**src/rtl/dispatch_pkg.sv**
```systemverilog
// Shared types and sizing for the dispatch stage: micro-op layout,
// functional-unit codes and the ROB / issue-queue dimensions.
package dispatch_pkg;

    // Bundle width and back-end capacities.
    localparam int RENAME_WIDTH   = 4;
    localparam int ROB_SIZE       = 64;
    localparam int ROB_INDEX_SIZE = 6;
    localparam int IQ_INT_SIZE    = 16;
    localparam int IQ_MEM_SIZE    = 16;

    // Derived widths.
    localparam int CNT_W     = $clog2(RENAME_WIDTH + 1);   // lane counts 0..RENAME_WIDTH
    localparam int ROB_CNT_W = ROB_INDEX_SIZE + 1;         // ROB occupancy 0..ROB_SIZE
    localparam int INT_CR_W  = $clog2(IQ_INT_SIZE + 1);    // int credits 0..IQ_INT_SIZE
    localparam int MEM_CR_W  = $clog2(IQ_MEM_SIZE + 1);    // mem credits 0..IQ_MEM_SIZE

    // Functional unit a uop is steered to.
    typedef enum logic [2:0] {
        FU_ALU = 3'd0,
        FU_BR  = 3'd1,
        FU_MUL = 3'd2,
        FU_DIV = 3'd3,
        FU_LSU = 3'd4
    } fu_code_t;

    // Renamed micro-op; rob_index is filled in by dispatch.
    typedef struct packed {
        logic [31:0]               pc;
        fu_code_t                  fu_code;
        logic [6:0]                prd;
        logic [6:0]                prs1;
        logic [6:0]                prs2;
        logic [ROB_INDEX_SIZE-1:0] rob_index;
    } micro_op_t;

    // Uops executed by the integer issue queue.
    function automatic logic is_int_fu(input fu_code_t fu);
        return (fu == FU_ALU) || (fu == FU_BR) || (fu == FU_MUL) || (fu == FU_DIV);
    endfunction

endpackage

```
**src/rtl/dispatch_count.sv**
```systemverilog
// Combinational lane census for a held bundle: total/int/mem lane counts,
// the rank of each lane among the valid lanes, and per-lane queue steering.
module dispatch_count
    import dispatch_pkg::*;
(
    input  logic      [RENAME_WIDTH-1:0]            lane_valid_i,
    input  micro_op_t [RENAME_WIDTH-1:0]            uops_i,
    output logic      [CNT_W-1:0]                   n_all_o,
    output logic      [CNT_W-1:0]                   n_int_o,
    output logic      [CNT_W-1:0]                   n_mem_o,
    output logic      [RENAME_WIDTH-1:0][CNT_W-1:0] rank_o,
    output logic      [RENAME_WIDTH-1:0]            lane_int_o,
    output logic      [RENAME_WIDTH-1:0]            lane_mem_o
);

    // Running popcount: each lane's rank is the number of valid lanes before it.
    always_comb begin
        n_all_o    = '0;
        n_int_o    = '0;
        n_mem_o    = '0;
        rank_o     = '0;
        lane_int_o = '0;
        lane_mem_o = '0;
        for (int i = 0; i < RENAME_WIDTH; i++) begin
            rank_o[i] = n_all_o;
            if (lane_valid_i[i]) begin
                n_all_o = n_all_o + CNT_W'(1);
                if (is_int_fu(uops_i[i].fu_code)) begin
                    lane_int_o[i] = 1'b1;
                    n_int_o       = n_int_o + CNT_W'(1);
                end
                if (uops_i[i].fu_code == FU_LSU) begin
                    lane_mem_o[i] = 1'b1;
                    n_mem_o       = n_mem_o + CNT_W'(1);
                end
            end
        end
    end

endmodule

```
**src/rtl/dispatch.sv**
```systemverilog
// Dispatch stage: holds one renamed bundle, allocates consecutive ROB
// entries and steers each uop to the integer or memory issue queue.
// A bundle dispatches all-or-nothing once the ROB and both queues have room.
//
// Handshake: the bundle on uop_in/lane_valid transfers on a rising edge
// where input_valid & ready. ready is combinational, never looks at
// input_valid, and is high when the hold register is empty or is being
// drained this cycle, and no recover is in progress.
module dispatch
    import dispatch_pkg::*;
(
    input  logic                             clock,
    input  logic                             reset,
    input  logic                             input_valid,
    input  logic      [RENAME_WIDTH-1:0]     lane_valid,
    input  micro_op_t [RENAME_WIDTH-1:0]     uop_in,
    output logic                             ready,
    input  logic                             recover,
    input  logic      [ROB_INDEX_SIZE-1:0]   recover_rob_tail,
    input  logic      [ROB_CNT_W-1:0]        recover_rob_count,
    input  logic      [CNT_W-1:0]            rob_retire_count,
    input  logic      [CNT_W-1:0]            iq_int_issue_count,
    input  logic      [CNT_W-1:0]            iq_mem_issue_count,
    output micro_op_t [RENAME_WIDTH-1:0]     uop_out,
    output logic      [RENAME_WIDTH-1:0]     rob_alloc_valid,
    output logic      [RENAME_WIDTH-1:0]     iq_int_valid,
    output logic      [RENAME_WIDTH-1:0]     iq_mem_valid
);

    // Hold register.
    logic                                hold_valid_q, hold_valid_d;
    logic      [RENAME_WIDTH-1:0]        hold_lanes_q, hold_lanes_d;
    micro_op_t [RENAME_WIDTH-1:0]        hold_uops_q,  hold_uops_d;

    // Occupancy and credit tracking.
    logic      [ROB_INDEX_SIZE-1:0]      rob_tail_q,   rob_tail_d;
    logic      [ROB_CNT_W-1:0]           rob_count_q,  rob_count_d;
    logic      [INT_CR_W-1:0]            int_credit_q, int_credit_d;
    logic      [MEM_CR_W-1:0]            mem_credit_q, mem_credit_d;

    // Registered outputs.
    micro_op_t [RENAME_WIDTH-1:0]        uop_out_q,   uop_out_d;
    logic      [RENAME_WIDTH-1:0]        alloc_q,     alloc_d;
    logic      [RENAME_WIDTH-1:0]        int_vld_q,   int_vld_d;
    logic      [RENAME_WIDTH-1:0]        mem_vld_q,   mem_vld_d;

    // Census of the held bundle.
    logic      [CNT_W-1:0]               n_all, n_int, n_mem;
    logic      [RENAME_WIDTH-1:0][CNT_W-1:0] lane_rank;
    logic      [RENAME_WIDTH-1:0]        lane_int, lane_mem;

    logic                                fire;
    logic                                accept;
    logic      [ROB_CNT_W-1:0]           rob_free;
    logic      [CNT_W-1:0]               fired_all, fired_int, fired_mem;

    dispatch_count u_count (
        .lane_valid_i (hold_lanes_q),
        .uops_i       (hold_uops_q),
        .n_all_o      (n_all),
        .n_int_o      (n_int),
        .n_mem_o      (n_mem),
        .rank_o       (lane_rank),
        .lane_int_o   (lane_int),
        .lane_mem_o   (lane_mem)
    );

    // Fire / ready decision from registered occupancy and credits only.
    always_comb begin
        rob_free  = ROB_CNT_W'(ROB_SIZE) - rob_count_q;
        fire      = hold_valid_q && !recover
                    && (ROB_CNT_W'(n_all) <= rob_free)
                    && (INT_CR_W'(n_int)  <= int_credit_q)
                    && (MEM_CR_W'(n_mem)  <= mem_credit_q);
        ready     = !recover && (!hold_valid_q || fire);
        accept    = input_valid && ready;
        fired_all = fire ? n_all : '0;
        fired_int = fire ? n_int : '0;
        fired_mem = fire ? n_mem : '0;
    end

    // Hold register next state: recover flushes, accept refills, fire drains.
    always_comb begin
        hold_valid_d = hold_valid_q;
        hold_lanes_d = hold_lanes_q;
        hold_uops_d  = hold_uops_q;
        if (recover) begin
            hold_valid_d = 1'b0;
        end else if (accept) begin
            hold_valid_d = 1'b1;
            hold_lanes_d = lane_valid;
            hold_uops_d  = uop_in;
        end else if (fire) begin
            hold_valid_d = 1'b0;
        end
    end

    // Counter next state; recover restores the ROB pointers and full credits.
    always_comb begin
        rob_tail_d   = rob_tail_q;
        rob_count_d  = rob_count_q;
        int_credit_d = int_credit_q;
        mem_credit_d = mem_credit_q;
        if (recover) begin
            rob_tail_d   = recover_rob_tail;
            rob_count_d  = recover_rob_count;
            int_credit_d = INT_CR_W'(IQ_INT_SIZE);
            mem_credit_d = MEM_CR_W'(IQ_MEM_SIZE);
        end else begin
            rob_tail_d   = rob_tail_q + ROB_INDEX_SIZE'(fired_all);
            rob_count_d  = rob_count_q + ROB_CNT_W'(fired_all) - ROB_CNT_W'(rob_retire_count);
            int_credit_d = int_credit_q + INT_CR_W'(iq_int_issue_count) - INT_CR_W'(fired_int);
            mem_credit_d = mem_credit_q + MEM_CR_W'(iq_mem_issue_count) - MEM_CR_W'(fired_mem);
        end
    end

    // Output next state: one-cycle valid pulse per lane, ROB index by lane rank.
    always_comb begin
        uop_out_d = uop_out_q;
        alloc_d   = '0;
        int_vld_d = '0;
        mem_vld_d = '0;
        if (fire) begin
            for (int i = 0; i < RENAME_WIDTH; i++) begin
                uop_out_d[i]           = hold_uops_q[i];
                uop_out_d[i].rob_index = rob_tail_q + ROB_INDEX_SIZE'(lane_rank[i]);
            end
            alloc_d   = hold_lanes_q;
            int_vld_d = lane_int;
            mem_vld_d = lane_mem;
        end
    end

    // State registers with asynchronous active-low reset.
    always_ff @(posedge clock or negedge reset) begin
        if (!reset) begin
            hold_valid_q <= 1'b0;
            hold_lanes_q <= '0;
            hold_uops_q  <= '0;
            rob_tail_q   <= '0;
            rob_count_q  <= '0;
            int_credit_q <= INT_CR_W'(IQ_INT_SIZE);
            mem_credit_q <= MEM_CR_W'(IQ_MEM_SIZE);
            uop_out_q    <= '0;
            alloc_q      <= '0;
            int_vld_q    <= '0;
            mem_vld_q    <= '0;
        end else begin
            hold_valid_q <= hold_valid_d;
            hold_lanes_q <= hold_lanes_d;
            hold_uops_q  <= hold_uops_d;
            rob_tail_q   <= rob_tail_d;
            rob_count_q  <= rob_count_d;
            int_credit_q <= int_credit_d;
            mem_credit_q <= mem_credit_d;
            uop_out_q    <= uop_out_d;
            alloc_q      <= alloc_d;
            int_vld_q    <= int_vld_d;
            mem_vld_q    <= mem_vld_d;
        end
    end

    assign uop_out         = uop_out_q;
    assign rob_alloc_valid = alloc_q;
    assign iq_int_valid    = int_vld_q;
    assign iq_mem_valid    = mem_vld_q;

    // Illegal upstream behaviour: over-retiring the ROB or over-issuing a queue.
    a_retire_le_count: assert property (@(posedge clock) disable iff (!reset || recover)
        ROB_CNT_W'(rob_retire_count) <= rob_count_q);
    a_rob_count_bound: assert property (@(posedge clock) disable iff (!reset)
        rob_count_q <= ROB_CNT_W'(ROB_SIZE));
    a_int_credit_bound: assert property (@(posedge clock) disable iff (!reset || recover)
        ({1'b0, int_credit_q} + (INT_CR_W+1)'(iq_int_issue_count)) <= (INT_CR_W+1)'(IQ_INT_SIZE));
    a_mem_credit_bound: assert property (@(posedge clock) disable iff (!reset || recover)
        ({1'b0, mem_credit_q} + (MEM_CR_W+1)'(iq_mem_issue_count)) <= (MEM_CR_W+1)'(IQ_MEM_SIZE));

endmodule

```
**config.mk**
```make
export PLATFORM = sky130hd
export DESIGN_NAME = dispatch
export DESIGN_NICKNAME = d
export VERILOG_FILES = /design/src/rtl/dispatch_pkg.sv /design/src/rtl/dispatch_count.sv /design/src/rtl/dispatch.sv
export SDC_FILE = /design/constraint.sdc
export NUM_CORES = 1
export LEC_CHECK = 0
export ABC_CLOCK_PERIOD_IN_PS = 7200
export CAP_MARGIN = 20
export CORE_AREA = 2 2 210 212
export CTS_BUF_LIST = sky130_fd_sc_hd__clkbuf_8 sky130_fd_sc_hd__clkbuf_16
export CTS_CLUSTER_DIAMETER = 120
export DETAILED_ROUTE_END_ITERATION = 10
export DIE_AREA = 0 0 212 214
export PLACE_DENSITY = 0.89
export SETUP_SLACK_MARGIN = 0.02
export SLEW_MARGIN = 20
export SYNTH_ARGS = -nofsm -noshare
export SYNTH_HDL_FRONTEND = slang
export SYNTH_SLANG_ARGS = --single-unit
```
**constraint.sdc**
```tcl
create_clock -name clock -period 7.2 [get_ports clock]
set_input_delay 1.44 -clock clock [delete_from_list [all_inputs] [get_ports clock]]
set_output_delay 1.44 -clock clock [all_outputs]
set_load 0.01 [all_outputs]
```
# Yosys cells after proc, flatten, opt, wreduce, memory -nomap -nowiden
# Cells that the tools add are included.
dict set report word_totals {
  input_bits 278
  regBits 512
  wordCells 169
}
dict set report op_classes {
  muxes 49
  order_cmp 3
  add_sub_neg 20
  bitwise 1
  reduce_logical 27
  eq_ne 16
}
# op count
set op_table {}
lappend op_table {{3-bit two-way mux} 20}
lappend op_table {{3-bit by 1-bit adder with 3-bit output (second input constant)} 8}
lappend op_table {{6-bit by 3-bit adder with 6-bit output} 4}
lappend op_table {{3-bit by 2-bit equality test with 1-bit output (second input constant)} 8}
lappend op_table {{1-bit two-way mux} 22}
lappend op_table {{1-bit logical OR} 13}
lappend op_table {{3-bit by 1-bit equality test with 1-bit output (second input constant)} 4}
lappend op_table {{3-bit equality test (second input constant)} 4}
lappend op_table {{3-bit zero test} 4}
lappend op_table {{4-bit two-way mux} 3}
lappend op_table {{5-bit by 3-bit adder with 5-bit output} 2}
lappend op_table {{3-bit by 5-bit <= comparator with 1-bit output} 2}
lappend op_table {{5-bit two-way mux} 2}
lappend op_table {{5-bit by 3-bit subtractor with 5-bit output} 2}
lappend op_table {{7-bit by 3-bit adder with 7-bit output} 1}
lappend op_table {{3-bit by 7-bit <= comparator with 1-bit output} 1}
lappend op_table {{7-bit two-way mux} 1}
lappend op_table {{7-bit by 3-bit subtractor with 7-bit output} 1}
lappend op_table {{7-bit subtractor (first input constant)} 1}
lappend op_table {{1-bit logical AND} 6}
lappend op_table {{6-bit two-way mux} 1}
lappend op_table {{3-bit nonzero test} 1}
lappend op_table {{1-bit by 1-bit adder with 2-bit output (second input constant)} 1}
lappend op_table {{1-bit zero test} 2}
lappend op_table {{other kinds (2)} 2}

# Longest topological paths before layout
# Gate-level depths: netlist (run 1).
dict set report logic_depth {
  word_depth 23
  depth_mapped 28
  depth_no_buf 27
}

# Hierarchy
# From an unflattened synthesis (run 1), not the netlist that was laid out.
dict set report unflattened {
  hier_cells 1930
  area_unflattened_um2 22122.5
}
# mod n_inst cells_per_inst area_each_um2
set modules_own_cells {}
lappend modules_own_cells {dispatch 1 1873 21579.4}
lappend modules_own_cells {dispatch_count 1 57 543.0}

# Worst setup path after synthesis (run 1)
# Ideal clock, no wire load.
dict set report synth_timing {
  kind {reg-to-reg}
  startpoint {reg hold_uops_q[90] in the netlist's numbering}
  endpoint {reg rob_count_q[6]}
  arrival_time_ns 5.219
  synth_period_minus_slack_ns 5.353
  path_slack_ns 1.847
  path_stages_with_launch 25
  cell_sequence {dfrtp_1 > nor3b_1 > ha_1 > nand2_1 > o21ai_0 > ha_1 > mux2_2 > ha_1 > mux2_2 > ha_1 > nor2b_1 > o21ai_0 > a21oi_1 > a211oi_1 > clkbuf_1 > nand2_1 > fa_1 > inv_1 > fa_1 > a21o_1 > a21oi_1 > o21bai_1 > a21oi_1 > xnor2_1 > o21ai_0}
}
dict set report synth_via {
  elab_chain_cells 19
  word_cells_on_any_way 32
}
# element line
set synth_rtl {}
lappend synth_rtl {{from (decl)} dispatch.sv:33} ;# micro_op_t [RENAME_WIDTH-1:0] hold_uops_q, hold_uops_d;
lappend synth_rtl {{from (signal assigned)} dispatch.sv:151} ;# hold_uops_q <= hold_uops_d;
lappend synth_rtl {{3-bit by 1-bit equality test with 1-bit output / 3-bit zero test (equally long branches)} dispatch_pkg.sv:39} ;# return (fu == FU_ALU) || (fu == FU_BR) || (fu == FU_MUL) || (fu == FU_DIV);
lappend synth_rtl {{1-bit logical OR (3 in a row)} dispatch_pkg.sv:39}
lappend synth_rtl {{3-bit two-way mux} dispatch_count.sv:28} ;# if (is_int_fu(uops_i[i].fu_code)) begin
lappend synth_rtl {{3-bit two-way mux} dispatch_count.sv:26} ;# if (lane_valid_i[i]) begin
lappend synth_rtl {{3-bit by 1-bit adder with 3-bit output} dispatch_count.sv:30} ;# n_int_o = n_int_o + CNT_W'(1);
lappend synth_rtl {{3-bit two-way mux} dispatch_count.sv:28}
lappend synth_rtl {{3-bit two-way mux} dispatch_count.sv:26}
lappend synth_rtl {{3-bit by 1-bit adder with 3-bit output} dispatch_count.sv:30}
lappend synth_rtl {{(+2 left out)} --}
lappend synth_rtl {{3-bit by 5-bit <= comparator with 1-bit output} dispatch.sv:73} ;# && (INT_CR_W'(n_int) <= int_credit_q)
lappend synth_rtl {{1-bit logical AND} dispatch.sv:73}
lappend synth_rtl {{1-bit logical AND (*)} dispatch.sv:74} ;# && (MEM_CR_W'(n_mem) <= mem_credit_q);
lappend synth_rtl {{3-bit two-way mux (*)} dispatch.sv:77} ;# fired_all = fire ? n_all : '0;
lappend synth_rtl {{7-bit by 3-bit adder with 7-bit output (*)} dispatch.sv:111} ;# rob_count_d = rob_count_q + ROB_CNT_W'(fired_all) - ROB_CNT_W'(rob_retire_count);
lappend synth_rtl {{7-bit by 3-bit subtractor with 7-bit output (*)} dispatch.sv:111}
lappend synth_rtl {{7-bit two-way mux (*)} dispatch.sv:104} ;# if (recover) begin
lappend synth_rtl {{net rob_count_d[6]} dispatch.sv:37} ;# logic [ROB_CNT_W-1:0] rob_count_q, rob_count_d;
lappend synth_rtl {{to (signal assigned)} dispatch.sv:153} ;# rob_count_q <= rob_count_d;
lappend synth_rtl {{to (decl)} dispatch.sv:37}
# The timed path passes the listed nets; every way through them passes the cells marked *.
# A chain may end at the register's enable or synchronous reset.

# Final worst setup path (run 1)
dict set report layout_timing {
  startpoint {reg hold_uops_q[28] in the netlist's numbering}
  endpoint {out ready}
}
dict set report layout_via {
  elab_chain_cells 20
  word_cells_on_any_way 36
}
# element line
set layout_rtl {}
lappend layout_rtl {{3-bit by 1-bit equality test with 1-bit output / 3-bit zero test (equally long branches)} dispatch_pkg.sv:39}
lappend layout_rtl {{1-bit logical OR (3 in a row)} dispatch_pkg.sv:39}
lappend layout_rtl {{1-bit two-way mux} dispatch_count.sv:28}
lappend layout_rtl {{3-bit two-way mux} dispatch_count.sv:26}
lappend layout_rtl {{3-bit by 1-bit adder with 3-bit output} dispatch_count.sv:30}
lappend layout_rtl {{3-bit two-way mux} dispatch_count.sv:28}
lappend layout_rtl {{3-bit two-way mux} dispatch_count.sv:26}
lappend layout_rtl {{3-bit by 1-bit adder with 3-bit output} dispatch_count.sv:30}
lappend layout_rtl {{(+2 left out)} --}
lappend layout_rtl {{3-bit by 1-bit adder with 3-bit output} dispatch_count.sv:30}
lappend layout_rtl {{3-bit two-way mux} dispatch_count.sv:28}
lappend layout_rtl {{3-bit two-way mux} dispatch_count.sv:26}
lappend layout_rtl {{3-bit by 5-bit <= comparator with 1-bit output} dispatch.sv:73}
lappend layout_rtl {{1-bit logical AND} dispatch.sv:73}
lappend layout_rtl {{1-bit logical AND (*)} dispatch.sv:74}
lappend layout_rtl {{1-bit logical OR (*)} dispatch.sv:75} ;# ready = !recover && (!hold_valid_q || fire);
lappend layout_rtl {{1-bit logical AND (*)} dispatch.sv:75}
lappend layout_rtl {{to (decl)} dispatch.sv:17} ;# output logic ready,
# Mark *: on every way between the ends. The rest lies on a longest branch, timed or not.

==> results.txt, run 1 <==
status: completed
leakage power: 13.28 nW
Area Overhead vs Synth: 34.65%
Final nets: 2,651
grt total ovfl: 0
post-synthesis compound-gate area fraction: 0.01742
Global Route Usage Sum: 0.2605
CP max FO: 9
syn avg cell area: 11.52 sq um
vias: 15,090
Tightest Pin Transition: 1.098 ns
Max VDD drop: 0.0003011 V
Die Span X: 212 um
core area: 42,890 sq um
final setup TNS: 0 ns
final routed DRC violation total: 0
multiplexer share of the synthesized area: 0.1374
Resized cells post-CTS: 0
Final Cycle Share: 0.8864
final hold slack: 0.4579 ns
Worst-Skew Late Latency: 0.59 ns
sequential element share of the synthesized area: 0.6110
CTS tree: built
routability cong.: 0.9085
Final Max Tran Viols: 0
xor-xnor portion of the synthesized cell area: 0.01712
Power per Cell Area: 421.6 nW/um^2
#FFs+latches synth: 512
layout cell share with drive strength beyond 1: 0.06120
Antenna Nets Post-Route: 0
relative slew slack: 0.2682
final hold viol count: 0
Ys Warns: 0
clock sink count: 512
Yosys cell types: 43
IO buf count: 514
initial antenna violation count: 10
Detailed Route Iter0 Violations: 1,011
Tmin final: 6.382 ns
Setup Viol. Count Final: 0
post-CTS setup buffer count: 0
Die Ht: 214 um
clock-pin transition on the worst setup and hold timing paths: 0.06 ns
via density per instance: 5.124
RR Startpoint: hold_uops_q[28]
die area: 45,370 sq um
maximum buffer depth of the clock tree: 3
drt wl/cell: 19.90 um
crit start category: register
area post-placement: 26,470 sq um
first-pass GRT wire length: 92,040 um
Post-Synth Simple-Gate Area: 0.1410
maximum clock frequency: 156.7 MHz
site row count: 76
# H-tree levels: 2
final instance area: 28,240 sq um
total CTS buffers: 51
DP HPWL: 39,890 um
maxcap violations: 0
largest net degree at the start of global routing: 176
hold crit path type: reg -> reg
I/O pins: 539
unrepaired setup endpoints after global routing: false
beginning of the critical path: hold_uops_q[28]
CTS Hold Bufs: 0
Post-Synth Adder-Cell Area: 0.04068
CP arrival: 4.94 ns
Syn Std Cell Area: 20,980 sq um
Final Util: 0.6586
CTS Root Cell: clkbuf_16
total routed wirelength: 58,620 um
largest family of logic cells by synthesized area: simple AND/OR/NAND/NOR gates
Post-Syn Instances: 1,821
HP Start: hold_uops_q[172]
Fillers: 2,949
initial core utilization: 0.4891
final setup skew: 0.02022 ns
Net Count, Synth: 2,160
DR pass1 iterations: 5
Critical Path RT: 5.76 ns
Setup crit end kind: primary output
CP Class: reg -> out
vias in the first global route: 16,740
-- synthesized netlist by cell type, drive strengths merged --
master,n,area [sq um]
mux2i,1,10.01
fa,12,240.2
nand3,3,15.01
o21ai,23,115.1
or2,1,6.260
a211oi,1,7.510
o21bai,2,15.01
o22ai,1,6.260
nand3b,2,15.01
inv,49,183.9
a221oi,1,8.760
clkbuf,39,146.4
ha,49,613.1
nand4b,1,8.760
xor2,15,131.4
nor3,2,20.02
nand4,1,6.260
buf,51,414.2
or3b,1,8.760
and3,2,12.51
mux2,255,2872
a21oi,18,101.4
nor2,23,86.33
dfrtp,510,12760
nand2b,9,56.30
a21o,10,75.07
o21a,1,7.510
nand2,684,2567
nor3b,2,15.01
o211a,1,10.01
and2,9,56.30
a311oi,1,8.760
dfstp,2,52.55
xnor2,26,227.7
nor2b,10,62.56
a211o,1,10.01
nor4bb,2,20.02
-- cells by family (layout without fill, tap and decap cells) --
logic type | Yosys count | after routing
fa+ha+maj | 61 | 61
xor+xnor | 41 | 41
compound gates | 60 | 60
flops | 512 | 512
other cells | 0 | 8
mux | 256 | 256
buf+inv | 139 | 671
simple gates | 752 | 752
-- layout by cell type (no fill, tap or decap), drive strengths merged, types with 10 or more instances in the layout --
master | synthesis | routed
buf | 51 | 15
clkbuf | 39 | 65
nor2 | 23 | 23
inv | 49 | 59
a21oi | 18 | 18
a21o | 10 | 10
dfrtp | 510 | 510
o21ai | 23 | 23
fa | 12 | 12
mux2 | 255 | 255
xnor2 | 26 | 26
clkinv | 0 | 14
xor2 | 15 | 15
nand2 | 684 | 684
nor2b | 10 | 10
clkdlybuf4s50 | 0 | 513
ha | 49 | 49
-- metrics by stage --
| stage | setup slack (ns) | power [mW] | std cells |
|---|---|---|---|
| 3_5_place_dp | 1.119 | 9.140 | 2844 |
| 5_1_grt | 0.5330 | 12.60 | 2945 |
| 4_1_cts | 0.7780 | 11.99 | 2938 |
| 3_3_place_gp | 1.391 | 8.829 | 2844 |
| 2_1_floorplan | 1.847 | 6.782 | 1821 |
| 6_report | 0.8180 | 11.91 | 2946 |
-- state kept, by name, indices dropped and copies added, names as in the netlist --
name / flops
rob_count_q: 7
rob_tail_q: 6
hold_uops_q: 224
hold_valid_q: 1
iq_mem_valid: 4
hold_lanes_q: 4
int_credit_q: 5
iq_int_valid: 4
mem_credit_q: 5
uop_out: 248
rob_alloc_valid: 4
-- routing by layer --
metal  GRT usage  vias to the layer above  part of all wire
met4      0.1690                        2             0.068
met1      0.2874                     7533              0.36
li1            -                     6804                 -
met2      0.4375                      559              0.50
met3     0.07580                      196             0.075
met5           0                        -           0.00020
-- cell type report --
class	count	area [sq um]	share of cell area
Timing Repair Buffer	528	5309	0.1880
Multi-Input combinational cell	1170	7436	0.2633
Antenna cell	8	20.02	0.0007088
Clock inverter	29	267.8	0.009480
Inverter	49	183.9	0.006512
Tap cell	585	732.0	0.02592
Clock buffer	65	1480	0.05241
Sequential cell	512	12810	0.4537
-- report_power, final --
| part | switching (mW) | internal [mW] | total (mW) |
|---|---|---|---|
| Combinational | 2.32 | 2.24 | 4.55 |
| Clock | 1.14 | 1.60 | 2.74 |
| Sequential | 0.665 | 3.95 | 4.61 |
-- worst max-delay path, stage by stage (launching register included) --
cell and delay (ns):
dfrtp_1 0.40, nor2_1 0.25, nand3_1 0.17, inv_1 0.09
ha_1 0.22, nand2_1 0.06, o21ai_0 0.14, ha_1 0.34
mux2_2 0.30, ha_1 0.29, mux2_2 0.29, ha_1 0.29
nor2b_1 0.13, o21ai_0 0.15, a21oi_1 0.15, a211o_4 0.35
a21oi_1 0.17, clkdlybuf4s50_1 0.57
-- path summary, 6_finish.rpt --
kind	end	slack, ns	cells after the start
worst max register to register	rob_count_q[6]	1.07	25
max in group asynchronous	hold_uops_q[32]	4.88	2
min in group asynchronous	hold_uops_q[195]	0.91	1
worst min register to register	uop_out[172]	0.46	2
worst min-delay path	uop_out[172]	0.46	2
worst max-delay path	ready	0.82	17
Note: power is estimated with default switching activity, not from simulation.
==> run 2, diff against run 1 <==
- CELL_PAD_IN_SITES_DETAIL_PLACEMENT: not set -> 1
- CELL_PAD_IN_SITES_GLOBAL_PLACEMENT: not set -> 1
- CORE_AREA: 2 2 210 212 -> 2 2 238 240
- DIE_AREA: 0 0 212 214 -> 0 0 240 242
- PLACE_DENSITY: 0.89 -> 0.88
==> run 2 against run 1 <==
Net effect:
- die area is 28% higher
- clock power is 7.7% higher
- sequential cell count stayed put
- global-route usage is 2.8 points lower
- power is 2.9% higher
- routed wire length is 14% higher
- maximum frequency is 6.3% lower
- final cell count is 6.3% higher
- worst hold slack worse by 0.0039 ns
- sequential power hardly changed
- count of clock-buffer cells in the layout is 4 higher
- clock skew hardly changed
- critical endpoint unchanged
- largest cell class unchanged
- largest power group is now combinational logic
==> results.txt, run 2 (same netlist as run 1, synthesis figures left out) <==
leakage power: 13.38 nW (+0.73%)
RR Startpoint: hold_uops_q[91]
commonest cells after routing, fill and taps aside: nand2_1, clkdlybuf4s50_1, dfrtp_1
crit start category: register
status: completed
Worst path max stage delay: 0.57 ns (about the same)
layout cell share with drive strength beyond 1: 0.06387 (+0.002676)
I/O pins: 539 (unchanged)
relative slew slack: 0.2651 (-0.003107)
maximum buffer depth of the clock tree: 3 (unchanged)
routability cong.: 0.8583 (-5.5%)
clock sink count: 512 (unchanged)
maximum clock frequency: 146.8 MHz (-6.3%)
final setup TNS: 0 ns (unchanged)
final setup skew: 0.02003 ns (-0.0001840 ns)
total CTS buffers: 56 (+9.8%)
Die Ht: 242 um (+13%)
Die Span X: 240 um (+13%)
Detailed Route Iter0 Violations: 623 (-38%)
met3 WL post-DR: 4987 um (+14%)
initial core utilization: 0.3763 (-0.1127)
vias in the first global route: 17,980 (+7.4%)
Final Cycle Share: 0.9461 (+0.05968)
Critical Path RT: 5.76 ns (about the same)
most frequent CP cell: ha_1
Setup crit end kind: primary output
CTS Hold Bufs: 0 (unchanged)
initial antenna violation count: 16 (+6)
post-CTS setup buffer count: 0 (unchanged)
crit path buf inv count: 1 (-1)
site row count: 87 (+14%)
Resized cells post-CTS: 0 (unchanged)
CP max FO: 39 (+30)
maxcap violations: 0 (unchanged)
setup slack at placement: 0.9459 ns (-0.1732 ns)
worst-path cell with the longest stage delay: clkdlybuf4s50_1
met2 wire len: 33,860 um (+16%)
CP Class: reg -> out
reg2reg end: rob_count_q[6]
R2R Setup Slk: 0.81 ns (-0.26 ns)
final hold viol count: 0 (unchanged)
core area: 55,730 sq um (+30%)
Area Overhead vs Synth: 36.64%
Pwr Total: 12.25 mW (+2.9%)
final instance area: 28,660 sq um (+1.5%)
final routed DRC violation total: 0 (unchanged)
final std cells w/o fill: 3,131 (+6.3%)
grt total ovfl: 0 (unchanged)
Fillers: 5,897 (+100%)
largest net degree at the start of global routing: 183 (+4.0%)
DP HPWL: 44,300 um (+11%)
CP arrival: 5.37 ns (+0.43 ns)
Power per Cell Area: 427.4 nW/um^2 (+1.4%)
first-pass GRT wire length: 104,300 um (+13%)
clock-pin transition on the worst setup and hold timing paths: 0.06 ns (about the same)
worst path cell trace: nor3b_1, ha_1, nand2_1, o21ai_0, ha_1, mux2_2, ha_1, mux2_2, ha_1, nor2b_1, o21ai_0, a21oi_1, a211o_4, a21oi_1, clkdlybuf4s50_1
area post-placement: 26,690 sq um (+0.83%)
CTS tree: built
via density per instance: 4.866 (-5.0%)
IO buf count: 514 (unchanged)
drt wl/cell: 21.31 um (+7.1%)
hold crit path type: reg -> reg
Crit path max-delay family: adder cells
fin worst setup slack: 0.3883 ns (-0.4297 ns)
Final nets: 2,656 (+0.19%)
max reg flops: 248 (unchanged)
WHS Path Cells: 2 (unchanged)
CP Depth: 15 (-2)
vias: 15,240 (+0.94%)
CTS Root Cell: clkbuf_16
unrepaired setup endpoints after global routing: false
Hold EP: uop_out[61]
total routed wirelength: 66,730 um (+14%)
Antenna Nets Post-Route: 0 (unchanged)
met1 WL: 23,990 um (+14%)
uppermost layer routed: met5
# H-tree levels: 2 (unchanged)
Setup Viol. Count Final: 0 (unchanged)
HP Start: hold_uops_q[61]
most common cell after layout, fill and taps aside: nand2_1
Worst-Skew Late Latency: 0.61 ns (+0.02 ns)
Tmin final: 6.812 ns (+0.4297 ns)
Final Max Tran Viols: 0 (unchanged)
Tightest Pin Transition: 1.088 ns (-0.01017 ns)
Placed Cells: 3,014 (+6.0%)
die area: 58,080 sq um (+28%)
FF-to-FF path depth: 24 (-4.0%)
Global Route Usage Sum: 0.2320 (-0.02845)
Max VDD drop: 0.0003045 V (+1.1%)
DR pass1 iterations: 4 (-1)
run 2: changes by cell type in the layout (fill, tap and decap cells not counted), sizes merged:
| cell | change |
|---|---|
| clkinvlp | +2 |
| clkbuf | +4 |
| inv | +3 |
| clkinv | +2 |
| diode | +3 |
run 2: worst reg2reg max path: stages, from the launching register on:
cell      delay [ns]
dfrtp_1         0.43
nor3b_1         0.51
ha_1            0.34
nand2_1         0.07
o21ai_0         0.14
ha_1            0.32
mux2_2          0.28
ha_1            0.29
mux2_2          0.29
ha_1            0.30
nor2b_1         0.14
o21ai_0         0.16
a21oi_1         0.16
a211o_4         0.48
or2_2           0.40
ha_1            0.28
inv_1           0.04
ha_1            0.21
fa_1            0.42
a21o_1          0.18
a21oi_1         0.29
o21bai_1        0.10
a21oi_1         0.19
xnor2_1         0.13
o21ai_0         0.10
run 2: worst max path at each step:
stage / startpoint / endpoint / slack [ns]
floorplan: hold_uops_q[90] / rob_count_q[6] / 1.85
global placement: hold_uops_q[91] / rob_count_q[6] / 1.08
detailed placement: hold_uops_q[91] / rob_count_q[6] / 0.95
CTS: hold_uops_q[28] / ready / 0.42
global route: hold_uops_q[28] / ready / 0.21
finish: hold_uops_q[91] / ready / 0.39
run 2: report_power, final:
part | switching [mW] | internal (mW) | total, mW
clock | 1.23 | 1.71 | 2.95
sequential | 0.692 | 3.95 | 4.64
combinational | 2.42 | 2.24 | 4.66
total | 4.35 | 7.90 | 12.2
run 2: cell type report:
type / count / area [sq um] / share of cell area
diodes: 11 / 27.53 / 0.0009604
clock buffers: 69 / 1592 / 0.05553
clock inverters: 36 / 322.8 / 0.01126
inverters: 49 / 183.9 / 0.006418
multi-input cells: 1170 / 7436 / 0.2595
flip-flops and latches: 512 / 12810 / 0.4471
well taps: 756 / 945.9 / 0.03300
repair buffers: 528 / 5338 / 0.1862
run 2: routing by layer:
layer,GRT usage,vias to the layer above
li1,-,6819
met1,0.2478,7742
met2,0.4087,474
met3,0.07498,191
met4,0.1164,10
met5,0,-
run 2: through the flow:
stage / hold WS (ns) / utilization
after global placement: 0.4380 / 0.4789
after floorplan: 0.4315 / -
final: 0.4539 / 0.5142
after global routing: 0.4821 / 0.5141
after detailed placement: 0.4493 / 0.4789
after CTS: 0.4574 / 0.5132
